## config.mk

```make
export PLATFORM = sky130hd
export DESIGN_NAME = serial_to_para
export DESIGN_NICKNAME = d
export VERILOG_FILES = /design/src/rtl/serial_to_para.sv
export SDC_FILE = /design/constraint.sdc
export NUM_CORES = 1
export LEC_CHECK = 0
export ABC_CLOCK_PERIOD_IN_PS = 2400
export BUFFER_PORTS_ARGS = -buffer_cell sky130_fd_sc_hd__buf_4
export CORE_MARGIN = 10
export CORE_UTILIZATION = 50
export CTS_CLUSTER_SIZE = 10
export DETAILED_ROUTE_END_ITERATION = 12
export PLACE_DENSITY = 0.85
export SETUP_SLACK_MARGIN = 0.4
export SYNTH_ARGS = -nofsm -noshare
export SYNTH_HDL_FRONTEND = slang
export SYNTH_SLANG_ARGS = --single-unit
export TNS_END_PERCENT = 1
```

## constraint.sdc

```tcl
create_clock -name clk -period 2.4 [get_ports clk]
set_input_delay 0.36 -clock clk [delete_from_list [all_inputs] [get_ports clk]]
set_output_delay 0.36 -clock clk [all_outputs]
set_load 0.02 [all_outputs]
```

## src/rtl/serial_to_para.sv

```systemverilog
// serial_to_para: gathers NUM_WORDS words from a valid/ready word stream into
// one wide block, first word in the MSBs, and hands the block downstream over
// a second valid/ready handshake.
module serial_to_para #(
    parameter int unsigned WORD_W    = 32,
    parameter int unsigned NUM_WORDS = 16,
    parameter int unsigned CNT_W     = 4
) (
    input  logic                          clk,
    input  logic                          rst_n,
    input  logic                          clear,
    input  logic                          in_valid,
    output logic                          in_ready,
    input  logic [WORD_W-1:0]             word_in,
    output logic                          block_valid,
    input  logic                          block_ready,
    output logic [NUM_WORDS*WORD_W-1:0]   block_out,
    output logic [CNT_W-1:0]              word_count
);

    localparam int unsigned BLOCK_W = NUM_WORDS * WORD_W;

    typedef enum logic [0:0] {
        FILL = 1'b0,
        FULL = 1'b1
    } state_e;

    state_e               state_q, state_d;
    logic [CNT_W-1:0]     count_q, count_d;
    logic [BLOCK_W-1:0]   block_q, block_d;

    assign in_ready    = (state_q == FILL) && !clear;
    assign block_valid = (state_q == FULL);
    assign block_out   = block_q;
    assign word_count  = count_q;

    // State, word counter and block storage; everything returns to zero on reset.
    always_ff @(posedge clk or negedge rst_n) begin
        if (!rst_n) begin
            state_q <= FILL;
            count_q <= '0;
            block_q <= '0;
        end else begin
            state_q <= state_d;
            count_q <= count_d;
            block_q <= block_d;
        end
    end

    // Next-state logic: clear wins, otherwise fill slots in FILL and wait for the consumer in FULL.
    always_comb begin
        state_d = state_q;
        count_d = count_q;
        block_d = block_q;
        if (clear) begin
            // Partial block is abandoned but its slots are left as-is; the next fill overwrites them.
            state_d = FILL;
            count_d = '0;
        end else begin
            unique case (state_q)
                FILL: begin
                    if (in_valid) begin
                        // Slot k sits at a constant offset, so select it by comparing the count.
                        for (int unsigned k = 0; k < NUM_WORDS; k++) begin
                            if (count_q == CNT_W'(k)) begin
                                block_d[(NUM_WORDS-k)*WORD_W-1 -: WORD_W] = word_in;
                            end
                        end
                        if (count_q == CNT_W'(NUM_WORDS - 1)) begin
                            count_d = '0;
                            state_d = FULL;
                        end else begin
                            count_d = count_q + CNT_W'(1);
                        end
                    end
                end
                FULL: begin
                    if (block_ready) begin
                        state_d = FILL;
                    end
                end
                default: state_d = FILL;
            endcase
        end
    end

endmodule

```

==> results.tsv <==
metric	value	unit
finalNetCount	1770	
period_share	84.0	%
rsz0062_at_grt	true	
final_area	25900	µm²
ir_worst_vdd	0.720	mV
ys.flop_type	dfrtp_1	
min_period	2020	ps
worstSetupPathType	register to register	
run_status	finished, final reports clean	
ys_warn_count	0	
setup_violations	0	
grt_max_degree	70	
synth_nets	1205	
synth_seq_cells	517	
avgSynthCellArea	16.7	µm²
clkTransAtPathRegs	50	ps
r2r.worst_path.cells	5	
ff_latch_area	12900	µm²
clk_latency	610	ps
yosys.area.top_type_share	66.4	%
finalWirelength	62.3	mm
clock_path_buffers	3	
ys_seq_area_share	66.4	%
die_x	217	µm
multi_input_area	6120	µm²
clockRootBuffer	clkbuf_16	
powerDensity	818	nW/µm²
syn_area	19500	µm²
fmax	496	MHz
synth.distinct_cells	28	
wl_per_cell	27.6	µm
ios	555	
drtPass1Iterations	4	
p_total	21200	µW
avgViaCountPerCell	5.52	
skew	18.9	ps
synth_edf_count	0	
critPathCaptureType	register	
slew-limit-headroom	63.8	%
postCtsSetupBuffers	0	
area_growth	32.8	%
layout_commonest_cell	buf_4	
finalHoldViolCount	0	
grt.total_usage	25.8	%
htree_levels	2	
hp-class	primary input to register	
required	2890	ps
tightest_slew	543	ps
start_kind	register	
finalSetupTns	0	ps
holdPathStages	2	
cts_tree	done	
die-area	47300	µm²
cts.sinks	517	
fin_util	67.1	%
maxSlewViolCount	0	
drc	0	
drt-initial-drc-count	749	
vias	12500	
ant_nets	0	
grt_pass1_wl	91.5	mm
dpl-instance-area	24300	µm²
synth_area_leaders	dfrtp_1 66%, mux2_2 29%, buf_2 0.98%, clkbuf_1 0.62%, mux2_1 0.40%	
row_count	72	
cts_inserted_buffers	58	
place.gp.congestion	0.837	
leakage	0.0140	µW
n_fill_cell	2592	
dieHeight	217	µm
synthCells	1164	
layout_common_cells	579 x buf_4, 517 x dfrtp_1, 505 x mux2_2	
grt_pass1_vias	13600	
initial_utilization	50.5	%
crit_arrival	2500	ps
grt_overflow	0	
antenna_found_initial	1	
drive_above_1_share	67.5	%
core_area	38600	µm²
async_flop_share	100	%
yosysTopAreaCell	dfrtp_1	
critical_path.max_fanout	32	
post-dp-hpwl	44.3	mm
cap_violations	0	
portBuffers	554	
==> state kept, by name, indices dropped and copies added (netlist names) <==
name / flops
block_valid: 1
block_out: 512
word_count: 4
==> worst max-delay path, stage by stage (launching register included) <==
cell and delay, ps:
dfrtp_1 460, ha_1 280, nor2b_1 200, nand2_2 70
buf_4 420, mux2_2 410
==> final cells by class <==
| class | count | area share, % |
|---|---|---|
| Timing Repair Buffer | 592 | 17.7 |
| Tap cell | 518 | 2.50 |
| Multi-Input combinational cell | 558 | 23.7 |
| Sequential cell | 517 | 50.0 |
| Inverter | 2 | 0.0290 |
| Antenna cell | 1 | 0.00967 |
| Clock buffer | 69 | 5.97 |
| Clock inverter | 2 | 0.111 |
==> through the flow <==
| step | worst slack [ps] | cells | hold slack, ps |
|---|---|---|---|
| after global routing | 306 | 2259 | 39.3 |
| after global placement | 442 | 2186 | 321 |
| after floorplan | 550 | 1164 | 64.4 |
| final | 383 | 2259 | 63.6 |
| after CTS | 390 | 2258 | 24.7 |
| after detailed placement | 360 | 2186 | 316 |
==> per-layer routing <==
layer  vias up  GRT usage (%)  wire, µm
met5         -              0         0
met4         0           12.2      2900
met3       148           8.93      5460
met2       531           43.5     31100
met1      6601           28.9     22900
li1       5200              -         -
==> power by group <==
group	switching, µW	leakage [µW]	internal, µW
clock	3230	0.000771	4440
sequential	452	0.00702	9460
combinational	2050	0.00619	1530
total	5740	0.0140	15400
==> repair_timing <==
action,4_1_cts,5_1_grt
setup endpoints to repair,65,267
resized for setup,1,1
hold endpoints to repair,37,0
hold buffers,1,0
==> synth_stat cells, types with 2 or more instances <==
library cell,count
nand3b_1,2
a21oi_1,2
nand4_1,6
buf_4,10
dfrtp_1,517
nor2_1,6
ha_1,4
buf_6,3
and4bb_2,2
nand2_1,6
clkbuf_1,32
mux2_1,7
buf_2,38
clkbuf_2,4
mux2_2,505
nor2b_1,6
inv_1,2
and4_1,2
==> cell families after synthesis <==
family | count (synthesis) | share of synthesized area, %
flops | 517 | 66.4
compound gates | 3 | 0.0770
mux | 513 | 29.6
fa+ha+maj | 4 | 0.257
buf+inv | 89 | 2.29
xor+xnor | 2 | 0.0899
simple gates | 36 | 1.23
==> worst paths after layout <==
path	start	endpoint	slack (ps)
max	word_count[0]$_DFFE_PN0P_	block_out[286]$_DFFE_PN0P_	380
min	clear	word_count[0]$_DFFE_PN0P_	60
max reg2reg	word_count[0]$_DFFE_PN0P_	block_out[286]$_DFFE_PN0P_	380
min reg2reg	block_out[100]$_DFFE_PN0P_	block_out[100]$_DFFE_PN0P_	490
max in group asynchronous	rst_n	block_out[172]$_DFFE_PN0P_	1220
min in group asynchronous	rst_n	block_out[331]$_DFFE_PN0P_	280
No activity file was read; power rests on OpenSTA's default activity.
